`config.mk`:
```
export PLATFORM = sky130hd
export DESIGN_NAME = fetch_ctrl
export DESIGN_NICKNAME = d
export VERILOG_FILES = /design/src/rtl/fetch_ctrl.sv
export SDC_FILE = /design/constraint.sdc
export NUM_CORES = 1
export LEC_CHECK = 0
export ABC_AREA = 1
export CAP_MARGIN = 20
export CORE_ASPECT_RATIO = 0.8
export CORE_MARGIN = 5
export CORE_UTILIZATION = 40
export CTS_CLUSTER_DIAMETER = 200
export DETAILED_ROUTE_END_ITERATION = 12
export GPL_TIMING_DRIVEN = 0
export MAX_ROUTING_LAYER = met4
export PLACE_DENSITY = 0.74
export SYNTH_ARGS = -nofsm -noshare
export SYNTH_HDL_FRONTEND = slang
export SYNTH_SLANG_ARGS = --single-unit
```
`constraint.sdc`:
```
create_clock -name clk -period 1.5 [get_ports clk]
set_clock_uncertainty 0.2 [all_clocks]
set_input_delay 0.3 -clock clk [delete_from_list [all_inputs] [get_ports clk]]
set_output_delay 0.3 -clock clk [all_outputs]
set_load 0.01 [all_outputs]
```
`src/rtl/fetch_ctrl.sv`:
```
// Instruction fetch controller: one outstanding request to the instruction memory,
// holds each returned word for decode, handles redirects and stale responses.
// Ports:
//   clk, rst                      clock, synchronous active-high reset
//   redirect_valid/target         taken branch/jump, absolute target (low bits ignored)
//   imem_req/addr/gnt             request channel (handshake on req && gnt)
//   imem_rvalid/rdata             response channel (only observed while waiting)
//   instr_valid/instr/instr_pc    instruction to decode (handshake on valid && ready)
//   instr_ready                   decode accepts held instruction
module fetch_ctrl #(
    parameter int unsigned          PC_WIDTH = 32,
    parameter logic [PC_WIDTH-1:0]  RESET_PC = '0
) (
    input  logic                clk,
    input  logic                rst,
    input  logic                redirect_valid,
    input  logic [PC_WIDTH-1:0] redirect_target,
    output logic                imem_req,
    output logic [PC_WIDTH-1:0] imem_addr,
    input  logic                imem_gnt,
    input  logic                imem_rvalid,
    input  logic [31:0]         imem_rdata,
    output logic                instr_valid,
    output logic [31:0]         instr,
    output logic [PC_WIDTH-1:0] instr_pc,
    input  logic                instr_ready
);

    typedef enum logic [1:0] {
        S_REQ  = 2'd0,
        S_WAIT = 2'd1,
        S_HOLD = 2'd2
    } state_t;

    state_t                state_q, state_d;
    logic [PC_WIDTH-1:0]   pc_q, pc_d;
    logic                  drop_q, drop_d;
    logic [31:0]           instr_q, instr_d;
    logic [PC_WIDTH-1:0]   instr_pc_q, instr_pc_d;
    logic [PC_WIDTH-1:0]   target_aligned;

    // Redirect targets are word aligned; low two bits are discarded.
    assign target_aligned = redirect_target & ~PC_WIDTH'(3);

    // State and datapath registers.
    always_ff @(posedge clk) begin
        if (rst) begin
            state_q    <= S_REQ;
            pc_q       <= RESET_PC;
            drop_q     <= 1'b0;
            instr_q    <= '0;
            instr_pc_q <= '0;
        end else begin
            state_q    <= state_d;
            pc_q       <= pc_d;
            drop_q     <= drop_d;
            instr_q    <= instr_d;
            instr_pc_q <= instr_pc_d;
        end
    end

    // Next-state logic; redirect always wins over grant/response/ready.
    always_comb begin
        state_d    = state_q;
        pc_d       = pc_q;
        drop_d     = drop_q;
        instr_d    = instr_q;
        instr_pc_d = instr_pc_q;

        case (state_q)
            S_REQ: begin
                if (redirect_valid) begin
                    pc_d = target_aligned;
                    // A grant for the old address is already in flight: its
                    // response must be swallowed before fetching the new PC.
                    if (imem_gnt) begin
                        state_d = S_WAIT;
                        drop_d  = 1'b1;
                    end
                end else if (imem_gnt) begin
                    state_d = S_WAIT;
                end
            end

            S_WAIT: begin
                if (redirect_valid) begin
                    pc_d = target_aligned;
                    if (imem_rvalid) begin
                        // Response consumed this cycle; nothing left to drop.
                        state_d = S_REQ;
                        drop_d  = 1'b0;
                    end else begin
                        drop_d  = 1'b1;
                    end
                end else if (imem_rvalid) begin
                    if (drop_q) begin
                        state_d = S_REQ;
                        drop_d  = 1'b0;
                    end else begin
                        state_d    = S_HOLD;
                        instr_d    = imem_rdata;
                        instr_pc_d = pc_q;
                    end
                end
            end

            S_HOLD: begin
                if (redirect_valid) begin
                    pc_d    = target_aligned;
                    state_d = S_REQ;
                end else if (instr_ready) begin
                    pc_d    = pc_q + PC_WIDTH'(4);
                    state_d = S_REQ;
                end
            end

            default: begin
                state_d = S_REQ;
            end
        endcase
    end

    // Handshake outputs are suppressed while reset is applied.
    assign imem_req    = (state_q == S_REQ)  && !rst;
    assign instr_valid = (state_q == S_HOLD) && !rst;
    assign imem_addr   = pc_q;
    assign instr       = instr_q;
    assign instr_pc    = instr_pc_q;

endmodule

```
==> run metrics, run 1 <==
status finished with violations; failing checks setup timing; CTS Buf Count 9; std cell rows 34; Arr. time, crit path 1.86 ns; full die area 13500 um^2; worst path cell trace buf_6, nor2_4, nand3_4, inv_4, buf_6, clkbuf_16, o21ai_0, a21oi_2; fmax 0.564 GHz; largest net degree at the start of global routing 18; num ports 168; Pwr per Cell Area 796 nW/um^2; Least-Margin Pin Slew 0.743 ns; die span in x 129 um; Tmin final 1.77 ns; final period utilization 118%; vias per inst 5.79; Routed WL 23.1 mm; DP Area 6350 um^2; CTS tree built; Initial Util 41.2%; setup slack after layout -0.272 ns; Crit Path Max Fanout 5; Hold-fix buffers, CTS 0; slowest stage delay, CP 0.38 ns; synthesized area 4500 um^2; share of cells above drive strength 1 40.5%; Die H 105 um; top cells by count, synth nand2_1 (150), nor2_1 (134), dfxtp_1 (95), o21ai_0 (82), a21oi_1 (54); core area 10900 um^2; GRT Total Usage 30.6%; total gr overflow 0; WP data required 1.59 ns; max_cap viols 0; maximum vdd ir drop 0.952 mV; ys flop type dfxtp_1; CTS Root Cell clkbuf_16; IO Port Bufs 161; post-detail-place hpwl 13.2 mm; DR iter-0 viols 792; worst skew pair latency 0.36 ns; Synth Warn # 0; clk buf depth 2; antenna violations before repair 1; EDFF count, synth 0; final-stage net count 992; post-synthesis instance total 677; unrepaired setup endpoints after global routing yes; first-pass GRT wire length 31.2 mm; TritonCTS Sinks 95; Total Power 0.00668 W; Worst path most repeated cell buf_6; final cell count without fillers 1071; synthesis-stage register bit count 95; endpoints failing hold 0; pre-CTS WS -0.944 ns; TNS Setup -17.51 ns; CP max stage cell dfxtp_4; top post-synthesis cells by area dfxtp_1 (42%), nand2_1 (13%), nor2_1 (11%); H-tree depth 3; top-count cell post-synth nand2_1; critical path type flop to flop; Hold Crit Class flop to flop; routed via count 6204; DRC Markers 0; cell accounting for the most synthesized area dfxtp_1; number of global-route vias before repair 5788; top-area cell type share of the netlist area 42.2%; CP Launch Type flop; Mean Syn Cell Area 6.65 um^2; Distinct cells, synth 29; Seq/Total Area, Yosys 42.2%; post-detailed-route count of antenna-violating nets 0; Relative slew margins 50.4%; Final Max Slew Viols 0; placed instance count 985; fin area 8390 um^2; Post-synth ARST share 0%; Lkg Pwr 3.30 nW; gpl congestion 0.964; Final setup viols 96; Synth-to-Final Area Change 86.3%; routed length per instance 21.6 um; crit end category flop; Detailed Routing Iterations Pass 1 7; Clock Pin Slew Worst Setup and Hold Paths 0.07 ns
==> final timing paths <==
path,start,endpoint,slack [ns],cells past startpoint
worst max-delay path,state_q[1],instr_pc[17],-0.27,8
worst min-delay path,instr[19],instr[19],0.27,2
worst max register to register,state_q[1],instr_pc[17],-0.27,8
worst min register to register,instr[19],instr[19],0.27,2
==> layout make-up <==
| cell class | count | area, um^2 |
|---|---|---|
| diodes | 1 | 2.50 |
| plain buffers | 36 | 433 |
| clock buffers | 10 | 250 |
| clock inverters | 6 | 73.8 |
| fillers | 715 | 2550 |
| inverters | 43 | 180 |
| multi-input cells | 505 | 2950 |
| flip-flops and latches | 95 | 2000 |
| well taps | 144 | 180 |
| repair buffers | 231 | 2320 |
==> power by group <==
group          switching [W]  internal, W
clock network        0.00112      0.00142
logic               0.000658     0.000679
registers           0.000163      0.00263
==> per-stage QoR <==
| step | util [%] | hold slack, ns |
|---|---|---|
| after detailed placement | 58.1 | 0.273 |
| after global routing | 76.7 | 0.293 |
| final | 76.7 | 0.270 |
| after CTS | 72.0 | 0.241 |
| after global placement | 58.1 | 0.253 |
| after floorplan | - | 0.244 |
==> logic make-up (layout without fill, tap and decap cells) <==
family,after synthesis,in the layout,synth area share (%)
simple gates,339,340,30.3
compound gates,160,160,19.0
flops,95,95,42.2
buf+inv,81,326,8.09
fa+ha+maj,1,1,0.278
other cells,1,5,0.0833
==> registers in the layout, indices dropped and copies added, names as in the netlist <==
name	flops
instr	32
imem_addr	30
instr_pc	30
state_q	2
drop_q	1
==> routing by layer <==
metal  share of wire (%)  GRT usage, %
met1                  38          38.7
met2                  45          45.2
met5                   0             -
met3                  11          9.33
met4                 5.7          13.0
==> worst max-delay path: cells and delay by family (launching register included) <==
kind / cells / cell delay, ns
buffers and inverters: 4 / 0.52
DFF: 1 / 0.38
AOI/OAI and AO/OA: 2 / 0.32
and+or+nand+nor: 2 / 0.28
==> cell usage in the layout (no fill, tap or decap), types with 31 or more instances in the layout <==
cell	instances
nor2_1	74
nor2_2	35
clkbuf_2	39
o21ai_1	39
inv_1	33
nor2_4	31
nand2_1	124
buf_4	33
dfxtp_1	61
clkdlybuf4s50_1	65
==> repair_timing <==
action	CTS	global route
gates resized for setup	410	246
cloned	11	8
buffers inserted	44	14
endpoints found under the setup margin	187	161
pin swaps	88	61
No activity file was read; power rests on OpenSTA's default activity.
==> run 2: changes to the inputs <==
--- a/config.mk
+++ b/config.mk
@@ -15,6 +15,7 @@
 export GPL_TIMING_DRIVEN = 0
 export MAX_ROUTING_LAYER = met4
 export PLACE_DENSITY = 0.74
+export RECOVER_POWER = 100
 export SYNTH_ARGS = -nofsm -noshare
 export SYNTH_HDL_FRONTEND = slang
 export SYNTH_SLANG_ARGS = --single-unit
==> run metrics, run 2 (same netlist as run 1, synthesis figures left out) <==
die span in x 129 um (unchanged); Power Internal 0.00473 W (about the same); Hold-fix buffers, CTS 0 (unchanged); Initial Util 41.2% (unchanged); Largest register FFs 32 (unchanged); clock power share 38.1% (about the same); share of cells above drive strength 1 40.0% (-0.54 points); routed via count 6136 (-1.1%); Detailed Routing Iterations Pass 1 6 (-1); full die area 13500 um^2 (unchanged); post-detail-place hpwl 13.2 mm (unchanged); DRC Markers 0 (unchanged); TritonCTS Sinks 95 (unchanged); endpoints failing hold 0 (unchanged); largest net degree at the start of global routing 18 (unchanged); fin area 8380 um^2 (-0.10%); Tmin final 1.77 ns (-0.00336 ns); TNS Setup -17.30 ns (+0.216 ns); max_cap viols 0 (unchanged); first-pass GRT wire length 31.2 mm (unchanged); Synth-to-Final Area Change 86.1%; Total Power 0.00668 W (about the same); IO Port Bufs 161 (unchanged); CP endpoint instr_pc[17]; worst reg2reg path endpoint instr_pc[17]; CTS Buf Count 9 (unchanged); Routed WL 23.2 mm (+0.22%); crit end category flop; WHS 0.268 ns (-0.00170 ns); Least-Margin Pin Slew 0.740 ns (-0.00281 ns); number of global-route vias before repair 5788 (unchanged); CTS Root Cell clkbuf_16; CTS tree built; leading cell type in the layout, fill and taps excluded nand2_1; total gr overflow 0 (unchanged); final period utilization 118% (-0.22 points); Pwr per Cell Area 797 nW/um^2 (+0.15%); routed length per instance 21.7 um (+0.22%); Final Max Slew Viols 0 (unchanged); sequential power share 41.9% (about the same); std cell rows 34 (unchanged); fmax 0.565 GHz (+0.19%); most frequent cells in the layout nand2_1 (124), nor2_1 (74), clkdlybuf4s50_1 (65), dfxtp_1 (61), o21ai_1 (39); Relative slew margins 50.6% (+0.19 points); Arr. time, crit path 1.86 ns (about the same); Core Util, Final 76.6% (-0.080 points); worst skew pair latency 0.36 ns (about the same); crit path from state_q[1]; Clock Pin Slew Worst Setup and Hold Paths 0.07 ns (about the same); setup slack after layout -0.269 ns (+0.00336 ns); final-stage net count 992 (unchanged); failing checks setup timing; Net Sw Frac 29.2% (+0.040 points); CP Launch Type flop; DP Area 6350 um^2 (unchanged); Final setup viols 96 (unchanged); Lkg Pwr 3.28 nW (-0.53%); Psw 0.00195 W (+0.19%); vias per inst 5.73 (-1.1%); DR iter-0 viols 800 (+1.0%); gpl congestion 0.964 (unchanged); Crit Path Max Fanout 5 (unchanged); post-detailed-route count of antenna-violating nets 0 (unchanged); Comb pwr share 20.0% (about the same); unrepaired setup endpoints after global routing yes; worst r2r src state_q[1]; core area 10900 um^2 (unchanged); worst reg-to-reg path cell count 8 (unchanged); Worst R2R Setup Slack -0.27 ns (about the same); GRT Total Usage 30.6% (unchanged); clk buf depth 2 (unchanged); status finished with violations; num ports 168 (unchanged); Die H 105 um (unchanged); critical path type flop to flop; Hold Crit Class flop to flop; maximum vdd ir drop 0.957 mV (+0.59%); antenna violations before repair 1 (unchanged); WP data required 1.59 ns (about the same); H-tree depth 3 (unchanged)
-- run 2: final cells by class --
type,count,area [um^2]
clock buffers,10,250
diodes,1,2.50
well taps,144,180
plain buffers,36,433
inverters,43,180
multi-input cells,505,2950
flip-flops and latches,95,2000
repair buffers,231,2310
fillers,721,2550
clock inverters,6,73.8
-- run 2: critical path: stages, from the launching register on --
cell and delay (ns):
dfxtp_4 0.38, buf_6 0.12, nor2_4 0.15, nand3_4 0.13
inv_4 0.11, buf_6 0.14, clkbuf_16 0.14, o21ai_0 0.13
a21oi_2 0.19
-- run 2: power groups by stage --
stage	registers [W]	logic, W	clock network, W
5_1_grt	0.00281	0.00140	0.00263
2_1_floorplan	0.00285	0.000365	0
3_3_place_gp	0.00283	0.000926	0
6_report	0.00280	0.00134	0.00254
3_5_place_dp	0.00284	0.000945	0
4_1_cts	0.00278	0.00116	0.00252
-- run 2: routing by layer --
metal	vias to the layer above	global-route usage (%)	routed length, um
met5	-	-	0
met4	0	13.0	1320
li1	2702	-	-
met2	474	45.2	10400
met3	135	9.33	2580
met1	2825	38.7	8910
-- run 2: worst min path at each step --
stage / start / endpoint / cells past startpoint
5_1_grt: redirect_valid / drop_q / 3
3_5_place_dp: instr[5] / instr[5] / 2
6_report: instr[19] / instr[19] / 2
4_1_cts: redirect_valid / drop_q / 3
3_3_place_gp: drop_q / drop_q / 2
2_1_floorplan: redirect_valid / drop_q / 2
-- run 2: timing repair --
item,CTS,global route
resized for setup,410,246
pin swaps,88,61
buffers inserted,44,14
setup endpoints to repair,187,161
gates cloned,11,8
-- run 2: per-stage QoR --
stage | cells | setup WS [ns]
4_1_cts | 1055 | -0.191
5_1_grt | 1071 | -0.320
3_5_place_dp | 985 | -0.944
2_1_floorplan | 680 | -0.0400
6_report | 1071 | -0.269
3_3_place_gp | 985 | -0.873
==> run 3: changes to the inputs <==
--- a/config.mk
+++ b/config.mk
@@ -14,7 +14,7 @@
 export DETAILED_ROUTE_END_ITERATION = 12
 export GPL_TIMING_DRIVEN = 0
 export MAX_ROUTING_LAYER = met4
-export PLACE_DENSITY = 0.74
+export PLACE_DENSITY = 0.75
 export RECOVER_POWER = 100
 export SYNTH_ARGS = -nofsm -noshare
 export SYNTH_HDL_FRONTEND = slang
==> constraint.sdc (replaced) <==
create_clock -name clk -period 2.15 [get_ports clk]
set_clock_uncertainty 0.2 [all_clocks]
set_input_delay 0.43 -clock clk [delete_from_list [all_inputs] [get_ports clk]]
set_output_delay 0.43 -clock clk [all_outputs]
set_load 0.01 [all_outputs]
==> run metrics, run 3 (same netlist as run 1, synthesis figures left out) <==
status finished clean; maximum vdd ir drop 0.370 mV (-61%); critical path type flop to primary output; Least-Margin Pin Slew 0.700 ns (-0.0408 ns); Routed WL 17.4 mm (-25%); final-stage net count 923 (-7.0%); gpl congestion 0.996 (+3.3%); vias per inst 5.23 (-8.8%); CP max stage cell clkdlybuf4s50_1; post-detailed-route count of antenna-violating nets 0 (unchanged); Psw 0.00117 W (-40%); Net Sw Frac 27.3% (-1.8 points); max_cap viols 0 (unchanged); most frequent cells in the layout nand2_1 (150), nor2_1 (132), clkdlybuf4s50_1 (96), dfxtp_1 (90), o21ai_0 (82); WP buf/inv 1 (-3); Crit Path Max Fanout 6 (+1); die span in x 129 um (unchanged); DRC Markers 0 (unchanged); Worst R2R Setup Slack 0.17 ns (+0.44 ns); Pwr per Cell Area 642 nW/um^2 (-19%); Power Internal 0.00311 W (-34%); WP data required 1.52 ns (-0.07 ns); antenna violations before repair 0 (-1); Hold-fix buffers, CTS 0 (unchanged); Initial Util 41.2% (unchanged); core area 10900 um^2 (unchanged); first-pass GRT wire length 26.9 mm (-14%); Arr. time, crit path 1.44 ns (-0.42 ns); clk buf depth 2 (unchanged); IO Port Bufs 161 (unchanged); Detailed Routing Iterations Pass 1 8 (+2); Lkg Pwr 2.64 nW (-20%); Final setup viols 0 (-100%); antenna cell count 0 (-1); pre-CTS WS -0.492 ns (+0.452 ns); post-detail-place hpwl 13.6 mm (+2.6%); Comb pwr share 15.3% (-4.7 points); std cell rows 34 (unchanged); slowest stage delay, CP 0.60 ns (+0.22 ns); Final Max Slew Viols 0 (unchanged); fillcell total 1022 (+42%); Total Power 0.00428 W (-36%); largest net degree at the start of global routing 19 (+1); endpoints failing hold 0 (unchanged); num ports 168 (unchanged); worst path cell trace clkdlybuf4s50_1; Largest register FFs 32 (unchanged); routed length per instance 17.4 um (-20%); crit end category primary output; share of cells above drive strength 1 7.35% (-33 points); Relative slew margins 53.4% (+2.7 points); leading cell type in the layout, fill and taps excluded nand2_1; full die area 13500 um^2 (unchanged); cell family with most CP delay buffers and inverters; worst skew pair latency 0.34 ns (-0.02 ns); CTS Root Cell clkbuf_16; CP Launch Type flop; Die H 105 um (unchanged); setup slack after layout 0.0776 ns (+0.346 ns); total gr overflow 0 (unchanged); WHS 0.273 ns (+0.00450 ns); Hold Crit Class flop to flop; Tmin final 2.07 ns; TritonCTS Sinks 95 (unchanged); fmax 0.483 GHz; final period utilization 96.4%; H-tree depth 3 (unchanged); postcts setup bufs 0 (-100%); CTS Buf Count 9 (unchanged); number of global-route vias before repair 4967 (-14%); clock power share 39.5% (+1.4 points); routed via count 5232 (-15%); GRT Total Usage 26.1% (-4.4 points); CTS tree built; Synth-to-Final Area Change 48.0%; sequential power share 45.2% (+3.3 points); DR iter-0 viols 439 (-45%); Clock Pin Slew Worst Setup and Hold Paths 0.07 ns (about the same)
run 3: changes by cell type in the layout (fill, tap and decap cells not counted), moves of 31 or more:
cell,previous run,this run
a21oi_1,23,54
o21ai_1,39,1
dlygate4sd3_1,0,62
clkdlybuf4s50_1,65,96
nor2_1,74,132
o21ai_0,25,82
run 3: power groups by stage:
stage / clock network [W] / logic (W) / registers (W)
after detailed placement: 0 / 0.000658 / 0.00197
after CTS: 0.00171 / 0.000663 / 0.00193
final: 0.00169 / 0.000653 / 0.00194
after floorplan: 0 / 0.000252 / 0.00198
after global routing: 0.00178 / 0.000711 / 0.00195
after global placement: 0 / 0.000648 / 0.00197
run 3: layout make-up:
type	count	area, um^2	share of cell area, %
clock buffers	9	225	3.38
plain buffers	38	221	3.32
flip-flops and latches	95	1910	28.6
well taps	144	180	2.70
clock inverters	7	86.3	1.30
multi-input cells	504	2260	34.0
inverters	43	164	2.46
repair buffers	161	1610	24.2
run 3: per-stage QoR:
step	setup TNS (ns)	utilization (%)	instances	cell area [um^2]
6_report	0	60.9	1001	6660
5_1_grt	-0.544	60.9	1001	6660
4_1_cts	0	60.6	1001	6630
3_5_place_dp	-24.76	57.7	985	6300
3_3_place_gp	-19.50	57.7	985	6300
2_1_floorplan	0	-	680	4510
run 3: timing repair:
action	CTS	global route
cloned	0	0
gates resized for setup	9	18
endpoints found under the setup margin	4	85
hold endpoints to repair	0	0
run 3: path summary, 6_finish.rpt:
| check | start | endpoint | cells after the start |
|---|---|---|---|
| worst min-delay path | drop_q | drop_q | 2 |
| worst min register to register | drop_q | drop_q | 2 |
| worst max register to register | imem_addr[2] | imem_addr[22] | 10 |
| worst max-delay path | imem_addr[22] | imem_addr[22] | 1 |
run 3: per-layer routing:
layer  routed length, um  track usage (%)  up-vias
met5                   0                -        -
met4                 363             7.95        0
met3                1370             5.25       27
met2                7640             37.6      249
met1                8080             36.9     2406
li1                    -                -     2550
run 3: worst min-delay path, delay by kind of cell, from the launching register on:
family	cells	cell delay, ns
compound gates	1	0.06
flops	1	0.31
simple gates	1	0.06
